$ cat src/rtl/cdb_arbiter.sv
// Two-source (ALU / LSB) result queues arbitrated onto a registered common data bus.
// Define CDB_ROUND_ROBIN_EN for round-robin arbitration; default is fixed LSB priority.
module cdb_arbiter #(
  parameter int DEPTH = 4
) (
  input  logic        clk,
  input  logic        rst,
  input  logic        rdy,
  input  logic        rollback,
  input  logic        alu_result,
  input  logic [3:0]  alu_result_rob_pos,
  input  logic [31:0] alu_result_val,
  input  logic        lsb_result,
  input  logic [3:0]  lsb_result_rob_pos,
  input  logic [31:0] lsb_result_val,
  output logic        alu_full,
  output logic        lsb_full,
  output logic        cdb_valid,
  output logic [3:0]  cdb_rob_pos,
  output logic [31:0] cdb_val,
  output logic        cdb_src,
  output logic        ovf
);

  localparam int PW = $clog2(DEPTH);
  localparam int CW = PW + 1;
  localparam int EW = 36;
  localparam logic [CW-1:0] FULL_CNT = CW'(DEPTH);

  logic          enable;
  logic [1:0]    push_in;
  logic [1:0]    full;
  logic [1:0]    not_empty;
  logic [1:0]    drop;
  logic [EW-1:0] wdata [2];
  logic [EW-1:0] head_data [2];
  logic          grant_valid;
  logic          grant_src;

  logic          cdb_valid_q, cdb_valid_d;
  logic [3:0]    cdb_rob_pos_q, cdb_rob_pos_d;
  logic [31:0]   cdb_val_q, cdb_val_d;
  logic          cdb_src_q, cdb_src_d;
  logic          ovf_q, ovf_d;
  logic          last_grant_q, last_grant_d;

  assign enable   = rdy && !rollback;
  assign push_in  = {lsb_result, alu_result};
  assign wdata[0] = {alu_result_rob_pos, alu_result_val};
  assign wdata[1] = {lsb_result_rob_pos, lsb_result_val};

  // Index 0 is the ALU queue, index 1 the LSB queue (matches cdb_src encoding).
  for (genvar gi = 0; gi < 2; gi++) begin : g_fifo
    logic [EW-1:0] mem_q [DEPTH];
    logic [PW-1:0] head_q, head_d;
    logic [PW-1:0] tail_q, tail_d;
    logic [CW-1:0] count_q, count_d;
    logic          pop;
    logic          push_ok;

    assign pop           = grant_valid && (grant_src == 1'(gi));
    assign full[gi]      = (count_q == FULL_CNT);
    assign not_empty[gi] = (count_q != '0);
    // A full queue still accepts a push on the cycle its head is popped.
    assign push_ok       = push_in[gi] && (!full[gi] || pop);
    assign drop[gi]      = push_in[gi] && !push_ok;
    assign head_data[gi] = mem_q[head_q];

    always_comb begin
      head_d  = head_q;
      tail_d  = tail_q;
      count_d = count_q;
      if (rollback) begin
        head_d  = '0;
        tail_d  = '0;
        count_d = '0;
      end else begin
        if (pop)     head_d = head_q + PW'(1);
        if (push_ok) tail_d = tail_q + PW'(1);
        if (push_ok && !pop)      count_d = count_q + CW'(1);
        else if (pop && !push_ok) count_d = count_q - CW'(1);
      end
    end

    always_ff @(posedge clk) begin
      if (rst) begin
        head_q  <= '0;
        tail_q  <= '0;
        count_q <= '0;
      end else if (rdy) begin
        head_q  <= head_d;
        tail_q  <= tail_d;
        count_q <= count_d;
      end
    end

    always_ff @(posedge clk) begin
      if (!rst && enable && push_ok) mem_q[tail_q] <= wdata[gi];
    end
  end

  always_comb begin
    grant_valid = |not_empty;
`ifdef CDB_ROUND_ROBIN_EN
    grant_src = (&not_empty) ? ~last_grant_q : not_empty[1];
`else
    grant_src = not_empty[1];
`endif
  end

  always_comb begin
    cdb_valid_d   = cdb_valid_q;
    cdb_rob_pos_d = cdb_rob_pos_q;
    cdb_val_d     = cdb_val_q;
    cdb_src_d     = cdb_src_q;
    ovf_d         = ovf_q;
    last_grant_d  = last_grant_q;
    if (rollback) begin
      cdb_valid_d = 1'b0;
    end else begin
      cdb_valid_d = grant_valid;
      ovf_d       = ovf_q | (|drop);
      if (grant_valid) begin
        {cdb_rob_pos_d, cdb_val_d} = head_data[grant_src];
        cdb_src_d    = grant_src;
        last_grant_d = grant_src;
      end
    end
  end

  always_ff @(posedge clk) begin
    if (rst) begin
      cdb_valid_q   <= 1'b0;
      cdb_rob_pos_q <= '0;
      cdb_val_q     <= '0;
      cdb_src_q     <= 1'b0;
      ovf_q         <= 1'b0;
      last_grant_q  <= 1'b1;
    end else if (rdy) begin
      cdb_valid_q   <= cdb_valid_d;
      cdb_rob_pos_q <= cdb_rob_pos_d;
      cdb_val_q     <= cdb_val_d;
      cdb_src_q     <= cdb_src_d;
      ovf_q         <= ovf_d;
      last_grant_q  <= last_grant_d;
    end
  end

  assign alu_full    = full[0];
  assign lsb_full    = full[1];
  assign cdb_valid   = cdb_valid_q;
  assign cdb_rob_pos = cdb_rob_pos_q;
  assign cdb_val     = cdb_val_q;
  assign cdb_src     = cdb_src_q;
  assign ovf         = ovf_q;

endmodule

$ cat config.mk
export PLATFORM = sky130hd
export DESIGN_NAME = cdb_arbiter
export DESIGN_NICKNAME = d
export VERILOG_FILES = /design/src/rtl/cdb_arbiter.sv
export SDC_FILE = /design/constraint.sdc
export NUM_CORES = 1
export LEC_CHECK = 0
export CORE_MARGIN = 4
export CORE_UTILIZATION = 55
export DETAILED_ROUTE_END_ITERATION = 8
export PLACE_DENSITY = 0.77
export SETUP_SLACK_MARGIN = 0.3
export SYNTH_ARGS = -nofsm -noshare
export SYNTH_HDL_FRONTEND = slang
export SYNTH_SLANG_ARGS = --single-unit
$ cat constraint.sdc
create_clock -name clk -period 3.8 [get_ports clk]
set_input_delay 1.14 -clock clk [delete_from_list [all_inputs] [get_ports clk]]
set_output_delay 1.14 -clock clk [all_outputs]
set_load 0.005 [all_outputs]
; ---- After elaboration in Yosys (flattened, before gate mapping)
; Memories as Yosys holds them, arrays and structs flattened. A register that Yosys moved wholly into a read port is not among the register bits.
; Index checks and enable logic that the tools add are counted.
[totals]
memories = 2
in_bits = 78
elab_cells = 96
ff_bits = 53
output_inout_bits = 41
ram_bits = 288
[mem_list]
columns = memory, depth, width, read_ports, rd_ports_with_merged_regs, write_ports, line_no
row1 = g_fifo[0].mem_q, 4, 36, 1, 1, 1, 54  ; logic [EW-1:0] mem_q [DEPTH];
row2 = g_fifo[1].mem_q, 4, 36, 1, 1, 1, 54
[op_classes]
bitwise_logic = 4
addsub = 8
n_reduce_logical = 42
magnitude_cmp = 1
eq_ne = 2
n_mux = 26
[op_table]
columns = cell, count
row1 = $mux 36, 3
row2 = $mux 2, 12
row3 = $mux 3, 6
row4 = $logic_and 1x1->1, 14
row5 = $reduce_and 2->1, 7
row6 = $reduce_bool 3->1, 4
row7 = $add 2x1->2 const B, 4
row8 = $logic_not 1->1, 8
row9 = $reduce_bool 2->1, 4
row10 = $add 3x1->3 const B, 2
row11 = $eq 3x3->1 const B, 2
row12 = $sub 3x1->3 const B, 2
row13 = $mux 1, 5
row14 = $reduce_or 2->1, 2
row15 = $reduce_and 3->1, 1
row16 = $ge 2x2->1 const B, 1
row17 = $logic_or 1x1->1, 2
row18 = $not 1->1, 2
row19 = $not 1->2, 1
row20 = $or 1x1->1, 1

; ---- Logic depth before layout (Yosys ltp)
[depth]
depth_word = 10
ltp_mapped = 9
mapped_depth_nobuf = 8

; ---- Least setup slack after synthesis
; OpenSTA, ideal clock, no wires.
[synth_timing]
path_type = input to register
startpoint = input port rollback
endpoint = memory g_fifo[0].mem_q[0][0] (enable)
slack_ns = 0.450
required_time_ns = 3.403
cell_stages = 6
setup_ns = 0.397
arrival_ns = 2.953
cell_sequence = clkbuf_1 > nand2b_1 > clkbuf_1 > nor2_1 > and3_1 > and2_1
[synth_between]
elab_chain_cells = 6
[synth_rtl]
columns = item, line_no
row1 = "start, declared", 9  ; input logic rollback,
row2 = $logic_not 1->1, 47  ; assign enable = rdy && !rollback;
row3 = $logic_and 1x1->1, 47
row4 = $logic_and 1x1->1 (2 in a row), 98  ; if (!rst && enable && push_ok) mem_q[tail_q] <= wdata[gi];
row5 = $mux 1, 98
row6 = $mux 1 (implied by the code), 98
row7 = "end, declared", 54
; Every way passes these cells.

; ---- Worst setup path after layout
[layout_timing]
startpoint = input port rdy
endpoint = memory g_fifo[0].mem_q[1][25] (enable)
[layout_between]
elab_chain_cells = 5
[layout_rtl]
columns = item, line_no
row1 = "start, declared", 8  ; input logic rdy,
row2 = $logic_and 1x1->1, 47
row3 = $logic_and 1x1->1 (2 in a row), 98
row4 = $mux 1, 98
row5 = $mux 1 (implied by the code), 98
; Every way passes these cells.

==> metrics <==
Die Area 25800 sq um; crit-path max FO 36; setup slack, reg-to-reg 1.28 ns; most common cell after layout, fill and taps aside edfxtp_1; Yosys reg bits 345; post-cts gate resize count 0; Non-Filler Instances 1145; CP arrival 3.28 ns; Cells after Synth 671; worst hold path depth 2; DRT Wirelength 28.0 mm; vias 6833; max-cap violations 0; H-tree lvl count 2; area delta synth->final 21.2%; drc violations 0; RR Startpoint g_fifo[1].count_q[2]$_SDFFE_PP0P_; Worst Setup End Kind register; grt ovf 0; Synth cell types 38; CP Launch Type primary input; CTS Hold Bufs 0; IO Pins 119; Starting DRT DRC Count 687; area share of the largest cell type after synthesis 67.5%; RSZ-0062 raised after global routing no; core area 22800 sq um; synth warn 0; Initial Util 56.2%; Routability Congestion 0.785; maximum root-to-sink buffer count 3; dpl cells 1079; Synth area leader edfxtp_1; Slew Limit Fails 0; clk root buf clkbuf_16; Worst path max stage delay 0.65 ns; total negative slack 0 ns; top cells by area, synth edfxtp_1, mux4_2, dfxtp_1; EDFF count, synth 288; Worst-Skew Late Latency 0.52 ns; Cell Pwr Density 506 nW/um^2; Mapped Avg Cell Area 19.1 sq um; CTS tree done; Port Buffers 118; Vias/cell 5.97; static leakage 0.00495 uW; Worst Tran Pin Value 1.14 ns; pin count of the biggest net entering global routing 53; final setup violation count 0; Req. time, crit path 3.98 ns; status finished clean; fmax 0.323 GHz; DIE HEIGHT 161 um; Worst path slowest cell clkdlybuf4s50_1; Worst Skew 0.0164 ns; minimum clock period 3.10 ns; Nets 890; R2R Path End g_fifo[0].count_q[2]$_SDFFE_PP0P_; syn nets 758; layout cell share with drive strength beyond 1 18.9%; WHS Endpoint ovf$_SDFFE_PP0P_; Reg2Reg Depth 7; HP Class register to register; critical-path cell list clkdlybuf4s50_1, nand2b_1, nor2_1, and3_1, and2_2, buf_12; post-synthesis async set-or-reset flop share 0%; register area share after synthesis 76.4%; total track usage 21.9%; most used flip-flop cell after synthesis edfxtp_1; Pre-antenna DRT Iters 5; Placement Rows 55; fin crit share 81.5%; worst ir drop on vdd 0.000369 V; Detail Route Antenna Nets 0; Crit. Startpoint rdy; initial antenna violation count 1; number of global-route vias before repair 7386; CTS clk-pin slew, worst paths 0.06 ns; drt wl/cell 24.4 um; Die X 161 um; WS Path Type primary input to register; hold_sp ovf$_SDFFE_PP0P_; CTS sink count 345; max_slew headroom 24.1%; most frequent cells in the layout edfxtp_1, clkdlybuf4s50_1, mux4_2; Hold Vio Cnt, Final 0; cts bufs inserted 35; hpwl dp 16.6 mm; post-CTS setup buffer count 0; first-pass GRT wire length 43.1 mm; Netlist Area Pre-Place 12800 sq um
[cells in the mapped netlist (all sizes together) (2+ instances only)]
cell type	number
clkbuf	23
and3	5
nor3	40
or3	4
a21o	2
ha	8
buf	17
mux4	72
nand2	8
o22ai	36
nor2	54
nor3b	2
nand3	2
dfxtp	57
edfxtp	288
o21ai	10
and2	4
a21oi	11
a31oi	3
inv	9
[layout make-up]
class | instances | area, sq um
Clock buffer | 54 | 1050
Tap cell | 313 | 392
Timing Repair Buffer | 135 | 1350
Fill cell | 1458 | 7260
Antenna cell | 2 | 5.00
Sequential cell | 345 | 9800
Multi-Input combinational cell | 277 | 2800
Inverter | 9 | 33.8
Clock inverter | 10 | 86.3
[cells by family after synthesis]
group | synth area share [%]
AO/OA/AOI/OAI | 3.43
adder cells (fa/ha/maj) | 0.938
buffers and inverters | 1.85
flip-flops | 76.4
multiplexers | 12.8
AND/OR/NAND/NOR | 4.51
[power breakdown]
group / leakage [uW] / internal (uW) / total (uW) / switching [uW]
clock network: 0.000559 / 1980 / 3340 / 1370
logic: 0.00133 / 177 / 331 / 154
registers: 0.00306 / 4140 / 4180 / 38.9
[worst max-delay path by stage]
stage / to / slack, ns / cells after the start
global placement: g_fifo[0].mem_q[0][19]$_DFFE_PP_ / 0.38 / 6
finish: g_fifo[0].mem_q[1][25]$_DFFE_PP_ / 0.70 / 6
CTS: g_fifo[0].mem_q[1][8]$_DFFE_PP_ / 0.75 / 6
detailed placement: g_fifo[0].mem_q[1][19]$_DFFE_PP_ / 0.23 / 6
global route: g_fifo[0].mem_q[1][8]$_DFFE_PP_ / 0.54 / 6
floorplan: g_fifo[0].mem_q[0][0]$_DFFE_PP_ / 0.45 / 6
[worst max-delay path: cells and delay by family]
| family | cells | cell delay [ns] |
|---|---|---|
| buffers and inverters | 2 | 0.91 |
| AND/OR/NAND/NOR | 4 | 1.21 |
[metrics by stage]
stage	util, %	hold WS [ns]	total power, uW	setup WS [ns]	area (sq um)
2_1_floorplan	-	0.447	4380	0.450	12800
3_3_place_gp	63.1	0.451	4570	0.385	14400
3_5_place_dp	63.1	0.461	4590	0.231	14400
4_1_cts	68.1	0.474	7900	0.750	15500
5_1_grt	68.1	0.521	8100	0.535	15500
6_report	68.1	0.465	7850	0.702	15500
[per-layer routing]
| layer | vias up | GRT usage [%] | wire (um) |
|---|---|---|---|
| li1 | 2971 | - | - |
| met3 | 37 | 4.21 | 2050 |
| met2 | 295 | 37.2 | 14100 |
| met4 | 0 | 5.48 | 497 |
| met1 | 3530 | 29.8 | 11300 |
| met5 | - | 0 | 0 |
[registers in the layout, indices dropped and copies added (netlist names), named ones only]
register / cells
g_fifo.mem_q: 288
cdb_rob_pos: 4
cdb_src: 1
g_fifo.tail_q: 4
cdb_val: 32
ovf: 1
cdb_valid: 1
g_fifo.count_q: 6
g_fifo.head_q: 4
No activity file was read; power rests on OpenSTA's default activity.
